$ cat config.mk
export PLATFORM = sky130hd
export DESIGN_NAME = freq_meter_bcd
export DESIGN_NICKNAME = d
export VERILOG_FILES = /design/src/rtl/freq_meter_pkg.sv /design/src/rtl/bcd_decade.sv /design/src/rtl/freq_meter_bcd.sv
export SDC_FILE = /design/constraint.sdc
export NUM_CORES = 1
export LEC_CHECK = 0
export ABC_AREA = 1
export CAP_MARGIN = 20
export CELL_PAD_IN_SITES_DETAIL_PLACEMENT = 1
export CELL_PAD_IN_SITES_GLOBAL_PLACEMENT = 1
export CORE_MARGIN = 10
export CORE_UTILIZATION = 45
export CTS_CLUSTER_SIZE = 24
export DETAILED_ROUTE_END_ITERATION = 12
export PLACE_DENSITY_LB_ADDON = 0.1
export REMOVE_ABC_BUFFERS = 1
export SETUP_SLACK_MARGIN = 0.1
export SYNTH_ARGS = -nofsm -noshare
export SYNTH_HDL_FRONTEND = slang
export SYNTH_SLANG_ARGS = --single-unit
$ cat constraint.sdc
create_clock -name clk -period 7.04 [get_ports clk]
set_input_delay 1.056 -clock clk [delete_from_list [all_inputs] [get_ports clk]]
set_output_delay 1.056 -clock clk [all_outputs]
set_load 0.005 [all_outputs]
$ cat src/rtl/freq_meter_pkg.sv
// freq_meter_pkg: shared types, gate-range decoding and BCD digit helpers
// used by freq_meter_bcd and its bcd_decade digit cells.
package freq_meter_pkg;

   typedef logic [3:0] bcd_digit_t;

   typedef enum logic [1:0] {
      RANGE_1S    = 2'd0,
      RANGE_100MS = 2'd1,
      RANGE_10MS  = 2'd2
   } range_e;

   localparam bcd_digit_t BCD_NINE = 4'd9;
   localparam bcd_digit_t BCD_ZERO = 4'd0;

   // Raw range select to gate range; codes 2 and 3 both select the 10 ms gate.
   function automatic range_e range_of(input logic [1:0] sel);
      range_e r;
      case (sel)
         2'd0:    r = RANGE_1S;
         2'd1:    r = RANGE_100MS;
         default: r = RANGE_10MS;
      endcase
      return r;
   endfunction

   // Gate length in clk cycles for a given range.
   function automatic int gate_len(input int gate_cycles, input range_e rng);
      int len;
      case (rng)
         RANGE_1S:    len = gate_cycles;
         RANGE_100MS: len = gate_cycles / 32'sd10;
         default:     len = gate_cycles / 32'sd100;
      endcase
      return len;
   endfunction

   // One decade step: +1 when inc is set, wrapping 9 -> 0.
   function automatic bcd_digit_t bcd_step(input bcd_digit_t d, input logic inc);
      bcd_digit_t r;
      if (!inc) begin
         r = d;
      end else if (d == BCD_NINE) begin
         r = BCD_ZERO;
      end else begin
         r = d + 4'd1;
      end
      return r;
   endfunction

endpackage

$ cat src/rtl/bcd_decade.sv
// bcd_decade: one BCD digit of the edge counter. The digit steps when inc_in
// is high, holds while the whole counter is saturated and clears at the end
// of each gate. carry_out ripples combinationally into the next decade.
module bcd_decade
   import freq_meter_pkg::*;
(
   input  logic       clk,
   input  logic       rst,
   input  logic       inc_in,
   input  logic       hold,
   input  logic       clr,
   output bcd_digit_t digit,
   output logic       carry_out
);

   bcd_digit_t digit_q;
   bcd_digit_t digit_d;

   // Next digit: gate-end clear wins, then saturation hold, else step.
   always_comb begin
      digit_d = digit_q;
      if (clr) begin
         digit_d = BCD_ZERO;
      end else if (hold) begin
         digit_d = digit_q;
      end else begin
         digit_d = bcd_step(digit_q, inc_in);
      end
   end

   // Digit register.
   always_ff @(posedge clk or posedge rst) begin
      if (rst) begin
         digit_q <= BCD_ZERO;
      end else begin
         digit_q <= digit_d;
      end
   end

   assign digit     = digit_q;
   assign carry_out = inc_in & (digit_q == BCD_NINE);

endmodule

$ cat src/rtl/freq_meter_bcd.sv
// freq_meter_bcd: gated frequency meter. sig_in is synchronised and
// edge-detected in the clk domain; rising edges are counted in a DIGITS-wide
// saturating BCD counter over a 1 s / 100 ms / 10 ms gate. Each gate result
// is latched with its range (decimal point) and an overflow flag.
// Optional feature: define FREQ_METER_LZ_BLANK_EN to register a leading-zero
// blank mask alongside bcd_out; otherwise blank_mask is tied to zero.
module freq_meter_bcd
   import freq_meter_pkg::*;
#(
   parameter int GATE_CYCLES = 50_000_000,
   parameter int DIGITS      = 6,
   parameter int SYNC_STAGES = 2
)
(
   input  logic                  clk,
   input  logic                  rst,
   input  logic                  sig_in,
   input  logic [1:0]            range_sel,
   output logic [4*DIGITS-1:0]   bcd_out,
   output logic [1:0]            dp_pos,
   output logic                  overflow,
   output logic                  valid,
   output logic [DIGITS-1:0]     blank_mask
);

   localparam int CW = $clog2(GATE_CYCLES);

   // Last gate-counter value for each range.
   localparam logic [CW-1:0] LAST_1S    = CW'(gate_len(GATE_CYCLES, RANGE_1S) - 32'sd1);
   localparam logic [CW-1:0] LAST_100MS = CW'(gate_len(GATE_CYCLES, RANGE_100MS) - 32'sd1);
   localparam logic [CW-1:0] LAST_10MS  = CW'(gate_len(GATE_CYCLES, RANGE_10MS) - 32'sd1);

   logic [SYNC_STAGES-1:0] sync_q;
   logic [SYNC_STAGES-1:0] sync_d;
   logic                   prev_q;
   logic                   prev_d;
   logic                   edge_s;

   logic [CW-1:0]          gate_cnt_q;
   logic [CW-1:0]          gate_cnt_d;
   logic [CW-1:0]          last_s;
   logic                   gate_start_s;
   logic                   terminal_s;
   range_e                 range_q;
   range_e                 range_d;
   range_e                 cur_range_s;

   logic [DIGITS:0]        carry_s;
   logic [4*DIGITS-1:0]    count_s;
   logic [4*DIGITS-1:0]    result_s;
   logic                   sat_s;

   logic                   ovf_acc_q;
   logic                   ovf_acc_d;
   logic [4*DIGITS-1:0]    bcd_out_q;
   logic [4*DIGITS-1:0]    bcd_out_d;
   logic [1:0]             dp_pos_q;
   logic [1:0]             dp_pos_d;
   logic                   overflow_q;
   logic                   overflow_d;
   logic                   valid_q;
   logic                   valid_d;

   // Synchroniser shift and single-cycle rising-edge detect on the last stage.
   always_comb begin
      sync_d = {sync_q[SYNC_STAGES-2:0], sig_in};
      prev_d = sync_q[SYNC_STAGES-1];
      edge_s = sync_q[SYNC_STAGES-1] & ~prev_q;
   end

   // Gate timing: range is taken from range_sel only on gate cycle 0 and held
   // in range_q for the rest of the gate; the counter wraps with no dead cycle.
   always_comb begin
      gate_start_s = (gate_cnt_q == {CW{1'b0}});
      if (gate_start_s) begin
         cur_range_s = range_of(range_sel);
      end else begin
         cur_range_s = range_q;
      end
      case (cur_range_s)
         RANGE_1S:    last_s = LAST_1S;
         RANGE_100MS: last_s = LAST_100MS;
         default:     last_s = LAST_10MS;
      endcase
      terminal_s = (gate_cnt_q == last_s);
      if (terminal_s) begin
         gate_cnt_d = {CW{1'b0}};
      end else begin
         gate_cnt_d = gate_cnt_q + {{(CW-1){1'b0}}, 1'b1};
      end
      range_d = cur_range_s;
   end

   // Ripple-carry decade chain; carry out of the top decade means saturation.
   assign carry_s[0] = edge_s;

   genvar gi;
   generate
      for (gi = 0; gi < DIGITS; gi++) begin : g_dec
         bcd_decade u_dec (
            .clk       (clk),
            .rst       (rst),
            .inc_in    (carry_s[gi]),
            .hold      (sat_s),
            .clr       (terminal_s),
            .digit     (count_s[4*gi +: 4]),
            .carry_out (carry_s[gi+1])
         );
      end
   endgenerate

   assign sat_s = carry_s[DIGITS];

   // Gate result: stored count plus this cycle's edge, pinned at all nines
   // when that edge would have wrapped the counter.
   always_comb begin
      result_s = count_s;
      for (int i = 0; i < DIGITS; i++) begin
         if (sat_s) begin
            result_s[4*i +: 4] = BCD_NINE;
         end else begin
            result_s[4*i +: 4] = bcd_step(count_s[4*i +: 4], carry_s[i]);
         end
      end
   end

   // Overflow accumulation and output latching on the terminal gate cycle.
   always_comb begin
      valid_d = terminal_s;
      if (terminal_s) begin
         ovf_acc_d  = 1'b0;
         bcd_out_d  = result_s;
         dp_pos_d   = cur_range_s;
         overflow_d = ovf_acc_q | sat_s;
      end else begin
         ovf_acc_d  = ovf_acc_q | sat_s;
         bcd_out_d  = bcd_out_q;
         dp_pos_d   = dp_pos_q;
         overflow_d = overflow_q;
      end
   end

   // Synchroniser, gate and result registers.
   always_ff @(posedge clk or posedge rst) begin
      if (rst) begin
         sync_q     <= {SYNC_STAGES{1'b0}};
         prev_q     <= 1'b0;
         gate_cnt_q <= {CW{1'b0}};
         range_q    <= RANGE_1S;
         ovf_acc_q  <= 1'b0;
         bcd_out_q  <= {(4*DIGITS){1'b0}};
         dp_pos_q   <= 2'd0;
         overflow_q <= 1'b0;
         valid_q    <= 1'b0;
      end else begin
         sync_q     <= sync_d;
         prev_q     <= prev_d;
         gate_cnt_q <= gate_cnt_d;
         range_q    <= range_d;
         ovf_acc_q  <= ovf_acc_d;
         bcd_out_q  <= bcd_out_d;
         dp_pos_q   <= dp_pos_d;
         overflow_q <= overflow_d;
         valid_q    <= valid_d;
      end
   end

   assign bcd_out  = bcd_out_q;
   assign dp_pos   = dp_pos_q;
   assign overflow = overflow_q;
   assign valid    = valid_q;

`ifdef FREQ_METER_LZ_BLANK_EN
   logic [DIGITS-1:0] blank_q;
   logic [DIGITS-1:0] blank_d;
   logic [DIGITS-1:0] blank_next_s;
   logic              zero_run_s;

   // Leading-zero mask of the gate result: bit i set when digits DIGITS-1..i
   // are all zero; the units digit is never blanked.
   always_comb begin
      blank_next_s = {DIGITS{1'b0}};
      zero_run_s   = 1'b1;
      for (int i = DIGITS - 1; i >= 0; i--) begin
         zero_run_s      = zero_run_s & (result_s[4*i +: 4] == BCD_ZERO);
         blank_next_s[i] = zero_run_s;
      end
      blank_next_s[0] = 1'b0;
      if (terminal_s) begin
         blank_d = blank_next_s;
      end else begin
         blank_d = blank_q;
      end
   end

   // Blank mask register, updated with bcd_out.
   always_ff @(posedge clk or posedge rst) begin
      if (rst) begin
         blank_q <= {DIGITS{1'b0}};
      end else begin
         blank_q <= blank_d;
      end
   end

   assign blank_mask = blank_q;
`else
   assign blank_mask = {DIGITS{1'b0}};
`endif

endmodule

# Word-level counts from Yosys, hierarchy flattened
# Cells that the tools add are included.
dict set report totals {
  register_bits 84
  in_bits 5
  output_inout_bits 34
  wordCells 79
}
dict set report op_classes {
  n_addsub 7
  eq_ne 10
  muxes 35
  bitwise_logic 9
  n_reduce_logical 3
}
# operator count
set ops {}
lappend ops {{two-way mux 4 bit} 30}
lappend ops {{one-hot mux 26 bit (2 select lines)} 1}
lappend ops {{adder 26 x 1 -> 26 bit (second input constant)} 1}
lappend ops {{== test 26 bit} 1}
lappend ops {{logical NOT 26 bit} 1}
lappend ops {{two-way mux 26 bit} 1}
lappend ops {{adder 4 x 1 -> 4 bit (second input constant)} 6}
lappend ops {{== test 4 bit (second input constant)} 6}
lappend ops {{bitwise AND 1 bit} 7}
lappend ops {{== test 2 x 1 -> 1 bit (second input constant)} 2}
lappend ops {{logical NOT 2 bit} 2}
lappend ops {{one-hot mux 2 bit (2 select lines)} 1}
lappend ops {{two-way mux 2 bit} 1}
lappend ops {{!= test 2 x 1 -> 1 bit (second input constant)} 1}
lappend ops {{two-way mux 1 bit} 1}
lappend ops {{NOT 1 bit} 1}
lappend ops {{bitwise OR 1 bit} 1}

# Longest topological paths before layout
# Gate-level depths: netlist (run 1).
dict set report logic_depth {
  ltp_word 10
  depth_mapped 18
  ltp_nobuf 17
}

# Cells and area by module
# A second synthesis (run 1) with hierarchy kept.
dict set report unflattened {
  cells_unflattened 724
  area_unflattened_um2 5323.9
}
# mod n_inst cells_each area_per_inst_um2 seq_area_each_um2
set modules_own_cells {}
lappend modules_own_cells {freq_meter_bcd 1 496 3589.7 1501.4}
lappend modules_own_cells {bcd_decade 6 38 289.0 100.1}

# Worst setup path before layout (run 1)
# OpenSTA, ideal clock, no wires.
dict set report synth_path {
  path_kind {input port to flip-flop}
  startpoint {in range_sel[1]}
  endpoint {reg gate_cnt_q[22]}
  setup_ns 0.120
  arrival_time_ns 2.333
  required_time_ns 6.920
  path_slack_ns 4.587
  cell_stages 13
  path_buffers 1
  cell_sequence {inv_1 -> nand2_1 -> inv_1 -> nand3_1 -> nand2_1 -> nand2_2 -> nand2_1 -> nand2_1 -> nor2_4 -> nand4_4 -> clkinv_4 -> buf_6 -> nor2_1}
}
dict set report synth_via {
  elab_chain_cells 7
  word_cells_on_any_way 9
  cone_classes {eq/ne: 3; mux: 4; reduce/logical: 2}
}
# element line
set synth_lines {}
lappend synth_lines {{from (decl)} freq_meter_bcd.sv:18} ;# input logic [1:0] range_sel,
lappend synth_lines {{== test 2 x 1 -> 1 bit / logical NOT 2 bit (equally long branches)} freq_meter_pkg.sv:19} ;# case (sel)
lappend synth_lines {{one-hot mux 2 bit (2 select lines) *} freq_meter_pkg.sv:19}
lappend synth_lines {{two-way mux 2 bit *} freq_meter_bcd.sv:75} ;# if (gate_start_s) begin
lappend synth_lines {{named net cur_range_s[0]} freq_meter_bcd.sv:46} ;# range_e cur_range_s;
lappend synth_lines {{== test 2 x 1 -> 1 bit / logical NOT 2 bit (equally long branches)} freq_meter_bcd.sv:80} ;# case (cur_range_s)
lappend synth_lines {{one-hot mux 26 bit (2 select lines) *} freq_meter_bcd.sv:80}
lappend synth_lines {{== test 26 bit *} freq_meter_bcd.sv:85} ;# terminal_s = (gate_cnt_q == last_s);
lappend synth_lines {{named net g_dec[0].u_dec.clr} bcd_decade.sv:11} ;# input logic clr,
lappend synth_lines {{two-way mux 26 bit *} freq_meter_bcd.sv:86} ;# if (terminal_s) begin
lappend synth_lines {{named net gate_cnt_d[22]} freq_meter_bcd.sv:40} ;# logic [CW-1:0] gate_cnt_d;
lappend synth_lines {{to (signal assigned)} freq_meter_bcd.sv:148} ;# gate_cnt_q <= {CW{1'b0}};
lappend synth_lines {{to (signal assigned)} freq_meter_bcd.sv:158} ;# gate_cnt_q <= gate_cnt_d;
lappend synth_lines {{to (decl)} freq_meter_bcd.sv:39} ;# logic [CW-1:0] gate_cnt_q;
# The timed path passes the listed nets; every way through them passes the cells marked *.
# A chain may end at the register's enable or synchronous reset.

# Worst setup path after layout (run 1)
dict set report layout_path {
  startpoint {reg gate_cnt_q[0]}
  endpoint {reg g_dec[4].u_dec.digit_q[2]}
}
dict set report layout_via {
  elab_chain_cells 6
  word_cells_on_any_way 8
  cone_classes {eq/ne: 3; mux: 3; reduce/logical: 2}
}
# element line
set layout_lines {}
lappend layout_lines {{logical NOT 26 bit *} freq_meter_bcd.sv:74} ;# gate_start_s = (gate_cnt_q == {CW{1'b0}});
lappend layout_lines {{two-way mux 2 bit *} freq_meter_bcd.sv:75}
lappend layout_lines {{named net cur_range_s[1]} freq_meter_bcd.sv:46}
lappend layout_lines {{== test 2 x 1 -> 1 bit / logical NOT 2 bit (equally long branches)} freq_meter_bcd.sv:80}
lappend layout_lines {{one-hot mux 26 bit (2 select lines) *} freq_meter_bcd.sv:80}
lappend layout_lines {{== test 26 bit *} freq_meter_bcd.sv:85}
lappend layout_lines {{!= test 2 x 1 -> 1 bit (no source line) / two-way mux 4 bit (equally long branches)} -}
lappend layout_lines {{to (signal assigned)} bcd_decade.sv:36} ;# digit_q <= digit_d;
lappend layout_lines {{to (decl)} bcd_decade.sv:16} ;# bcd_digit_t digit_q;
# Marks and branches as above.

==> results of run 1 <==
[kinds of logic (layout without fill, tap and decap cells)]
| group | Yosys count | after routing |
|---|---|---|
| other | 1 | 6 |
| flip-flops | 84 | 84 |
| AO/OA/AOI/OAI | 25 | 25 |
| XOR/XNOR | 27 | 27 |
| adder cells (fa/ha/maj) | 2 | 2 |
| buffers and inverters | 125 | 155 |
| AND/OR/NAND/NOR | 374 | 374 |
[synth_stat cells, drive strengths merged]
cell / instances
a21oi: 5
and2: 1
buf: 19
clkbuf: 1
clkinv: 2
conb: 1
dfrtp: 84
ha: 2
inv: 103
nand2: 164
nand3: 38
nand3b: 1
nand4: 36
nor2: 109
nor3: 12
nor4: 6
o21ai: 15
o21bai: 1
o22ai: 4
or2: 7
xnor2: 1
xor2: 26
[state kept, by name, indices dropped and copies added (netlist names)]
register           flops
sync_q                 2
ovf_acc_q              1
prev_q                 1
dp_pos                 2
range_q                2
g_dec.u_dec.digit     24
valid                  1
gate_cnt_q            26
bcd_out               24
overflow               1
[routing by layer]
metal	track usage	vias up
met5	0	-
met4	0.0515	0
met3	0.0324	17
met2	0.322	72
met1	0.197	2003
li1	-	2030
[critical path: cells and delay by family (launching register included)]
kind | cells | cell delay [ns]
fa+ha+maj | 1 | 0.15
buf+inv | 2 | 0.57
simple gates | 12 | 2.45
flops | 1 | 0.43
[stage by stage]
step | hold WS, ns | utilization | std cells | cell area [um^2] | setup slack [ns]
final | 0.339 | 0.520 | 809 | 5320 | 3.27
after global routing | 0.343 | 0.520 | 809 | 5320 | 2.83
after detailed placement | 0.336 | 0.495 | 792 | 5070 | 2.88
after floorplan | 0.331 | - | 623 | 4570 | 3.82
after global placement | 0.335 | 0.495 | 792 | 5070 | 3.02
after CTS | 0.341 | 0.517 | 808 | 5290 | 3.25
[how the worst max path moves through the flow]
| stage | slack [ns] | to |
|---|---|---|
| 2_1_floorplan | 3.82 | bcd_out[0] |
| 3_3_place_gp | 3.02 | gate_cnt_q[15] |
| 3_5_place_dp | 2.88 | g_dec[4].u_dec.digit[2] |
| 4_1_cts | 3.25 | g_dec[4].u_dec.digit[2] |
| 5_1_grt | 2.83 | g_dec[1].u_dec.digit[1] |
| 6_report | 3.27 | g_dec[4].u_dec.digit[2] |
[power by group]
part	total [mW]	leakage, nW	internal (mW)	switching [mW]
combinational	0.0993	1.84	0.0379	0.0614
clock	0.387	0.106	0.211	0.176
sequential	0.523	0.952	0.506	0.0169
[area by class of cell]
type	count	area (um^2)
Sequential cell	84	2100
Clock inverter	5	83.8
Timing Repair Buffer	34	355
Tap cell	136	170
Fill cell	1307	4910
Inverter	105	400
Multi-Input combinational cell	434	2070
Clock buffer	11	141
==> summary.md, run 1 <==
| Metric | Value |
|---|---|
| Routed WL | `12500 um` |
| Commonest cells after routing, fill and taps aside | `nand2_1, nor2_1, inv_1, dfrtp_1, nand3_1` |
| R2r startpoint | `gate_cnt_q[0]` |
| Layout cells sized above 1 | `0.0773` |
| Yosys Warn Count | `0` |
| Synth Instances | `around 640` |
| Met2 Wirelength | `6540 um` |
| WL per Instance | `between 15 and 20 um` |
| Worst setup path startpoint | `gate_cnt_q[0]` |
| Simple-gate share of the synthesized area | `0.351` |
| Max-capacitance violation count | `0` |
| Pin count of the biggest net entering global routing | `85` |
| Tot GR Track Use | `0.174` |
| # rows | `37` |
| LEAKAGE | `2.90 nW` |
| Initial drt markers | `186` |
| Final net count | `675` |
| Hold path endpoint | `sync_q[1]` |
| Synth Area in Compound Gates | `0.0282` |
| Largest family of logic cells by synthesized area | `simple AND/OR/NAND/NOR gates` |
| Dpl hpwl | `9030 um` |
| Flop-to-flop setup slack | `3.27 ns` |
| VDD IR max | `80.2 uV` |
| Arrival time worst endpoint | `4.00 ns` |
| Vert. Die Dim | `122 um` |
| CP required | `7.27 ns` |
| Vias post-DR | `4122` |
| Worst slew pin tran | `approximately 0.72 ns` |
| Postcts setup bufs | `0` |
| Final hold vios | `0` |
| Terminus of the critical flop-to-flop path | `g_dec[4].u_dec.digit[2]` |
| Clock root buffer master | `clkbuf_8` |
| Commonest non-fill, non-tap cell in the layout | `nand2_1` |
| Gr ovfl total | `0` |
| Final setup TNS | `0 ns` |
| Sequential fraction of the synthesis area | `0.448` |
| Achievable Freq | `265 MHz` |
| Crit. End Element | `flip-flop` |
| Worst Hold Launch | `sync_q[0]` |
| First-pass iteration count of the detailed router | `4` |
| Distinct cell type count of the synthesized netlist | `33` |
| Post-CTS Hold Fix Bufs | `0` |
| Final ANT Viol Nets | `0` |
| PD cells | `190 mW/mm^2` |
| Top Metal Used | `met4` |
| Setup Viol. Count Final | `0` |
| Synth area leaders | `dfrtp_1, nand2_1, nor2_1, inv_1, xor2_1` |
| Crit path launch type | `flip-flop` |
| Final period utilization | `0.535` |
| CORE AREA | `slightly above 0.01 mm^2` |
| CP peak stage delay | `0.57 ns` |
| Antenna diodes | `0` |
| Crit path kind | `flip-flop to flip-flop` |
| IO buf count | `32` |
| Worst path cell trace | `inv_1 > ha_1 > nand2_1 > nor2_1 > nand2_1 > nor2_1 > nand3_1 > nand2_2 > nand2_1 > nand2_1 > nand2_1 > nor2_4 > nand4_4 > clkinv_4 > nor2_1` |
| Clock Latency Late Sink | `roughly 0.35 ns` |
| First-pass GRT wire length | `21100 um` |
| Synth Area in Adders | `0.00533` |
| H-tree levels | `3` |
| Top-area cell type share of the netlist area | `0.448` |
| Worst Reg-to-Reg Cells | `15` |
| Leading area contributor after synthesis | `dfrtp_1` |
| Area Growth Syn to Fin | `13.3%` |
| Mux share of post-synthesis cell area | `0` |
| Vias in the first global route | `4384` |
| Slowest-stage cell, CP | `nor2_4` |
| Mapped Area | `0.00470 mm^2` |
| Final Wtd Congestion | `just over 0.9` |
| DRC errors left | `0` |
| Drt via density | `between 5 and 6` |
| Hold path depth | `0` |
| I/O pin cnt | `39` |
| Avg Inst Size Synth | `7.36 um^2` |
| Slew Limit Fails | `0` |
| Die W | `122 um` |
| Crit-path most repeated cell | `nand2_1` |
| Met1 Wirelength | `5280 um` |
| Initial Utilization | `0.459` |
| Xor/xnor share of the synthesized area | `0.0503` |
| Worst rel slew slack | `0.517` |
| Final min period | `3.77 ns` |
| Worst Skew | `0.0113 ns` |
| Initial antenna violation count | `0` |
| Synth Register Bits | `84` |
| WL met3 | `between 400 and 500 um` |
| Status | `complete, no violations` |
| Post_cts resized | `0` |
| Unrepaired setup endpoints after global routing | `no` |
| Reg clk slew, reported paths | `0.09 ns` |
| CTS tree | `built` |
| Total power draw | `approximately 1.0 mW` |
| Die area | `0.0149 mm^2` |
| Worst-path maximum fanout | `between 40 and 50` |
| Clk buf depth | `2` |
| HP Class | `flip-flop to flip-flop` |
| CTS buffer count | `9` |
| Clk sinks | `84` |
Note: power is estimated with default switching activity, not from simulation.
==> run 2: changes to the inputs <==
--- a/config.mk
+++ b/config.mk
@@ -10,7 +10,7 @@
 export CELL_PAD_IN_SITES_DETAIL_PLACEMENT = 1
 export CELL_PAD_IN_SITES_GLOBAL_PLACEMENT = 1
 export CORE_MARGIN = 10
-export CORE_UTILIZATION = 45
+export CORE_UTILIZATION = 43
 export CTS_CLUSTER_SIZE = 24
 export DETAILED_ROUTE_END_ITERATION = 12
 export PLACE_DENSITY_LB_ADDON = 0.1
==> constraint.sdc (replaced) <==
create_clock -name clk -period 3.8 [get_ports clk]
set_input_delay 0.57 -clock clk [delete_from_list [all_inputs] [get_ports clk]]
set_output_delay 0.57 -clock clk [all_outputs]
set_load 0.005 [all_outputs]
==> run 2 against run 1 <==
  * Flip-flop and latch count is the same
  * Count of clock-buffer cells in the layout grew 2
  * Design area shrank 0.92%
  * Via count shrank 1.2%
  * Maximum frequency grew 31%
  * Clock power grew 49%
  * First-iteration DRC count shrank 7.5%
  * Hold slack gained 0.020 ns
  * Clock skew shrank 0.0033 ns
  * Combinational power grew 87%
  * Register-to-register slack lost 2.4 ns
  * Largest cell class unchanged
  * Highest routed layer unchanged
==> summary.md, run 2 (synthesis results as in run 1) <==
| Metric | Value |
|---|---|
| Final setup TNS | `0 ns (unchanged)` |
| Vias in the first global route | `4389 (+0.11%)` |
| Slew Limit Fails | `0 (unchanged)` |
| Pin count of the biggest net entering global routing | `47 (-45%)` |
| CORE AREA | `0.0107 mm^2 (+5.0%)` |
| Layout cells sized above 1 | `0.0785 (+0.00125)` |
| Post-CTS Hold Fix Bufs | `0 (unchanged)` |
| Gr ovfl total | `0 (unchanged)` |
| CTS buffer count | `9 (unchanged)` |
| Setup ws final | `0.916 ns (-2.36 ns)` |
| Switching part of the total | `0.265 (+0.0133)` |
| CP required | `4.10 ns (-3.17 ns)` |
| Clock root buffer master | `clkbuf_8` |
| Max-capacitance violation count | `0 (unchanged)` |
| Final period utilization | `0.759 (+0.224)` |
| PD cells | `329 mW/mm^2 (+73%)` |
| Final hold vios | `0 (unchanged)` |
| Clk buf depth | `2 (unchanged)` |
| Met1 Wirelength | `5540 um (+4.9%)` |
| Final ANT Viol Nets | `0 (unchanged)` |
| Combinational power share | `0.108 (+0.010)` |
| Arrival time worst endpoint | `3.18 ns (-0.82 ns)` |
| DRC errors left | `0 (unchanged)` |
| Cell Area, Placed | `0.00510 mm^2 (+0.69%)` |
| Hold slack | `0.360 ns (+0.0202 ns)` |
| WL met3 | `381 um (-17%)` |
| Initial Utilization | `0.437 (-0.0220)` |
| Status | `complete, no violations` |
| IO buf count | `32 (unchanged)` |
| Worst-path maximum fanout | `27 (-41%)` |
| Worst slew pin tran | `0.826 ns (+0.104 ns)` |
| Area Growth Syn to Fin | `12.2%` |
| Switch Pwr | `0.460 mW (+81%)` |
| Most flops, register | `gate_cnt_q` |
| HP Class | `flip-flop to flip-flop` |
| Clock Latency Late Sink | `0.36 ns (about the same)` |
| H-tree levels | `3 (unchanged)` |
| Pint | `1.27 mW (+69%)` |
| Clk sinks | `84 (unchanged)` |
| Vert. Die Dim | `125 um (+1.9%)` |
| # rows | `38 (+2.7%)` |
| Crit path launch type | `flip-flop` |
| Initial drt markers | `172 (-7.5%)` |
| VDD IR max | `181 uV (+130%)` |
| Commonest non-fill, non-tap cell in the layout | `nand2_1` |
| Dpl hpwl | `9390 um (+3.9%)` |
| Seq pwr share | `0.560 (+0.042)` |
| Routed WL | `12500 um (about the same)` |
| Unrepaired setup endpoints after global routing | `no` |
| Largest register FFs | `26 (unchanged)` |
| Vias post-DR | `4074 (-1.2%)` |
| Postcts setup bufs | `0 (unchanged)` |
| Final Util | `0.491 (-0.0294)` |
| Post_cts resized | `0 (unchanged)` |
| Die W | `125 um (+1.9%)` |
| Tot GR Track Use | `0.163 (-0.0108)` |
| CTS tree | `built` |
| Die area | `0.0155 mm^2 (+3.9%)` |
| Worst Skew | `0.00801 ns (-0.00333 ns)` |
| Final instance area | `0.00527 mm^2 (-0.92%)` |
| WL per Instance | `15.3 um (-0.68%)` |
| Reg clk slew, reported paths | `0.08 ns (about the same)` |
| Crit path kind | `flip-flop to flip-flop` |
| Setup Viol. Count Final | `0 (unchanged)` |
| Met2 Wirelength | `6340 um (-3.0%)` |
| Initial antenna violation count | `0 (unchanged)` |
| First-pass iteration count of the detailed router | `4 (unchanged)` |
| Final Wtd Congestion | `0.871 (-4.1%)` |
| Drt via density | `5.00 (-1.9%)` |
| Place WS | `0.865 ns (-2.01 ns)` |
| Crit. End Element | `flip-flop` |
| Achievable Freq | `347 MHz (+31%)` |
| Commonest cells after routing, fill and taps aside | `nand2_1, nor2_1, inv_1, dfrtp_1, nand3_1` |
| Clk pwr share | `0.332 (-0.052)` |
| Top Metal Used | `met4` |
| First-pass GRT wire length | `21400 um (+1.5%)` |
| Worst rel slew slack | `0.444 (-0.0729)` |
| Final net count | `678 (+0.44%)` |
| I/O pin cnt | `39 (unchanged)` |
| Antenna diodes | `0 (unchanged)` |
| Final min period | `2.88 ns (-0.882 ns)` |
| LEAKAGE | `2.89 nW (-0.33%)` |
==> run 2: through the flow <==
step | instances | power (mW)
3_3_place_gp | 800 | 1.16
6_report | 815 | 1.73
5_1_grt | 815 | 1.83
2_1_floorplan | 623 | 1.12
3_5_place_dp | 800 | 1.17
4_1_cts | 815 | 1.76
==> run 2: worst paths after layout <==
| check | depth (start not counted) | startpoint | end | slack, ns |
|---|---|---|---|---|
| setup / recovery | 11 | gate_cnt_q[0] | bcd_out[16] | 0.92 |
| hold / removal | 0 | sync_q[0] | sync_q[1] | 0.36 |
| setup reg to reg | 11 | gate_cnt_q[0] | bcd_out[16] | 0.92 |
| hold reg to reg | 0 | sync_q[0] | sync_q[1] | 0.36 |
| max in group asynchronous | 3 | rst | gate_cnt_q[25] | 2.38 |
| min in group asynchronous | 2 | rst | g_dec[5].u_dec.digit[0] | 0.63 |
==> run 2: layout make-up <==
class,count,area (um^2)
inverters,105,400
clock buffers,13,159
repair buffers,37,358
fillers,1379,5470
clock inverters,2,10.0
multi-input cells,434,2070
well taps,140,175
flip-flops and latches,84,2100
==> run 2: worst max-delay path, cell delays in order, from the launching register on <==
cell	delay, ns
dfrtp_1	0.42
ha_1	0.22
nand3_1	0.13
inv_1	0.08
nand2_1	0.08
nor4_1	0.64
nand2_1	0.14
inv_1	0.08
nand3_1	0.11
nor2_4	0.53
nand4_1	0.26
nand2_1	0.13
==> run 2: power groups by stage <==
stage	Sequential, mW	Clock [mW]	Combinational, mW
after global routing	0.976	0.633	0.218
after floorplan	0.977	0	0.142
final	0.971	0.576	0.186
after CTS	0.971	0.602	0.188
after global placement	0.983	0	0.173
after detailed placement	0.988	0	0.186
==> run 2: layer usage <==
metal,GRT usage,vias up
met5,0,-
met4,0.0507,0
met3,0.0362,17
met2,0.297,45
met1,0.183,1971
li1,-,2041
==> run 3: changes to the inputs <==
--- a/config.mk
+++ b/config.mk
@@ -10,7 +10,7 @@
 export CELL_PAD_IN_SITES_DETAIL_PLACEMENT = 1
 export CELL_PAD_IN_SITES_GLOBAL_PLACEMENT = 1
 export CORE_MARGIN = 10
-export CORE_UTILIZATION = 43
+export CORE_UTILIZATION = 39
 export CTS_CLUSTER_SIZE = 24
 export DETAILED_ROUTE_END_ITERATION = 12
 export PLACE_DENSITY_LB_ADDON = 0.1
==> constraint.sdc (replaced) <==
create_clock -name clk -period 2.56 [get_ports clk]
set_input_delay 0.384 -clock clk [delete_from_list [all_inputs] [get_ports clk]]
set_output_delay 0.384 -clock clk [all_outputs]
set_load 0.005 [all_outputs]
==> run 3 against run 2 <==
  * Sequential power grew 48%
  * Hold slack got worse by 0.0034 ns
  * Critical path depth grew 6
  * Maximum frequency grew 21%
  * Register-to-register slack worse by 0.75 ns
  * Clock power increased by 130%
  * Count of clock-buffer cells in the layout is 2 lower
  * Total power grew 74%
  * Non-clock buffer count up 33
  * Critical path type unchanged
  * Critical endpoint is now bcd_out[23]
  * Largest cell class is now multi-input combinational cells
==> summary.md, run 3 (synthesis results as in run 1) <==
| Metric | Value |
|---|---|
| Most flops, register | `gate_cnt_q` |
| Clk buf depth | `2 (unchanged)` |
| PD cells | `502 mW/mm^2 (+53%)` |
| Max-capacitance violation count | `0 (unchanged)` |
| Unrepaired setup endpoints after global routing | `yes` |
| CTS buffer count | `9 (unchanged)` |
| Die W | `130 um (+4.2%)` |
| Routed WL | `14400 um (+15%)` |
| Crit path kind | `flip-flop to flip-flop` |
| Pin count of the biggest net entering global routing | `85 (+81%)` |
| Final instance area | `0.00603 mm^2 (+14%)` |
| Commonest non-fill, non-tap cell in the layout | `nand2_1` |
| CORE AREA | `0.0119 mm^2 (+11%)` |
| Commonest cells after routing, fill and taps aside | `nand2_1, nor2_1, inv_1, dfrtp_1, nand4_1` |
| Final Wtd Congestion | `0.847 (-2.8%)` |
| WL per Instance | `16.7 um (+9.2%)` |
| Non-filler instance count after layout | `858 (+5.3%)` |
| Gr ovfl total | `0 (unchanged)` |
| CTS tree | `built` |
| Die area | `0.0168 mm^2 (+8.6%)` |
| Reg clk slew, reported paths | `0.06 ns (-0.02 ns)` |
| Worst-path maximum fanout | `8 (-70%)` |
| First-pass GRT wire length | `22300 um (+4.3%)` |
| Initial antenna violation count | `0 (unchanged)` |
| IO buf count | `32 (unchanged)` |
| VDD IR max | `299 uV (+65%)` |
| Worst Skew | `0.00832 ns (+0.000315 ns)` |
| Tot GR Track Use | `0.166 (+0.00289)` |
| Final min period | `2.39 ns (-0.492 ns)` |
| Final ANT Viol Nets | `0 (unchanged)` |
| Flop-to-flop setup slack | `0.17 ns (-0.75 ns)` |
| Antenna diodes | `0 (unchanged)` |
| Crit. End Element | `flip-flop` |
| DRC errors left | `0 (unchanged)` |
| LEAKAGE | `3.21 nW (+11%)` |
| Initial Utilization | `0.394 (-0.0428)` |
| Vias in the first global route | `4578 (+4.3%)` |
| Final setup TNS | `0 ns (unchanged)` |
| Drt via density | `5.04 (+0.89%)` |
| Final Util | `0.506 (+0.0154)` |
| Final period utilization | `0.935 (+0.176)` |
| Total power draw | `3.03 mW (+74%)` |
| Vert. Die Dim | `130 um (+4.2%)` |
| Status | `complete, no violations` |
| Setup Viol. Count Final | `0 (unchanged)` |
| HP Class | `flip-flop to flip-flop` |
| Clock Latency Late Sink | `0.35 ns (about the same)` |
| First-pass iteration count of the detailed router | `4 (unchanged)` |
| Fillers | `1497 (+8.6%)` |
| # rows | `40 (+5.3%)` |
| H-tree levels | `3 (unchanged)` |
| Clock root buffer master | `clkbuf_16` |
| Final hold vios | `0 (unchanged)` |
| Area Growth Syn to Fin | `28.3%` |
| I/O pin cnt | `39 (unchanged)` |
| Vias post-DR | `4327 (+6.2%)` |
| Achievable Freq | `418 MHz (+21%)` |
| Layout cells sized above 1 | `0.190 (+0.111)` |
| Cell Area, Placed | `0.00527 mm^2 (+3.2%)` |
| Arrival time worst endpoint | `2.63 ns (-0.55 ns)` |
| Largest register FFs | `26 (unchanged)` |
| Dpl hpwl | `9570 um (+1.9%)` |
| Clk sinks | `84 (unchanged)` |
| Cells after DPL | `826 (+3.3%)` |
| Final net count | `713 (+5.2%)` |
| Initial drt markers | `209 (+22%)` |
| Crit path launch type | `flip-flop` |
| Slew Limit Fails | `0 (unchanged)` |
| CP required | `2.80 ns (-1.30 ns)` |
==> run 3: cell types whose count changed in the layout (fill, tap and decap cells not counted), moves of 9 or more <==
cell,before,now
clkbuf_8,11,0
nand2_1,160,135
nand2_4,0,16
nand2_2,4,13
buf_4,5,29
clkbuf_16,0,11
==> run 3: worst max-delay path, cell delays in order, from the launching register on <==
cell       delay (ns)
dfrtp_1          0.38
inv_1            0.07
ha_2             0.16
nand2_2          0.06
nor2_4           0.12
nand2_2          0.07
nor2_4           0.18
nand3_2          0.14
nand2_4          0.12
nand2_4          0.09
nand2_1          0.07
nand2_1          0.08
nor2_4           0.17
nand4_4          0.13
buf_6            0.16
clkbuf_16        0.18
nand2_4          0.06
nand2_1          0.05
==> run 3: final cells by class <==
type | count | area (um^2) | share of cell area
Timing Repair inverter | 1 | 11.3 | 0.00187
Multi-Input combinational cell | 435 | 2350 | 0.390
Tap cell | 147 | 184 | 0.0305
Timing Repair Buffer | 70 | 684 | 0.114
Clock inverter | 5 | 52.6 | 0.00872
Clock buffer | 11 | 233 | 0.0386
Sequential cell | 84 | 2100 | 0.349
Inverter | 105 | 408 | 0.0677
==> run 3: final timing paths <==
check / startpoint / endpoint / depth (start not counted)
setup / recovery: gate_cnt_q[1] / bcd_out[23] / 17
hold / removal: sync_q[0] / sync_q[1] / 0
setup reg to reg: gate_cnt_q[1] / bcd_out[23] / 17
hold reg to reg: sync_q[0] / sync_q[1] / 0
max in group asynchronous: rst / gate_cnt_q[11] / 3
min in group asynchronous: rst / gate_cnt_q[19] / 3
==> run 3: metal layers <==
metal  vias up  wire length, um  GRT usage
li1       2112                -          -
met3        27              521     0.0389
met2        67             7500      0.299
met5         -                0          0
met1      2121             6060      0.191
met4         0              276     0.0470
==> run 3: what timing repair did <==
item	CTS	global route
gates resized for setup	9	72
endpoints found under the setup margin	73	75
pin swaps	0	18
endpoints found under the hold margin	0	0
hold buffers	0	0
cloned	0	5
setup buffers	0	11
==> run 3: through the flow <==
step | hold WS, ns | setup slack, ns
6_report | 0.356 | 0.167
5_1_grt | 0.378 | -0.0187
4_1_cts | 0.363 | 0.103
3_5_place_dp | 0.349 | -0.0556
3_3_place_gp | 0.340 | 0.00258
2_1_floorplan | 0.331 | -0.142
==> run 3: report_power, final <==
group          internal, mW  leakage, nW  switching [mW]  total, mW
Sequential             1.39        0.952          0.0489       1.44
Clock                 0.752        0.139           0.548       1.30
Combinational         0.104         2.12           0.180      0.284
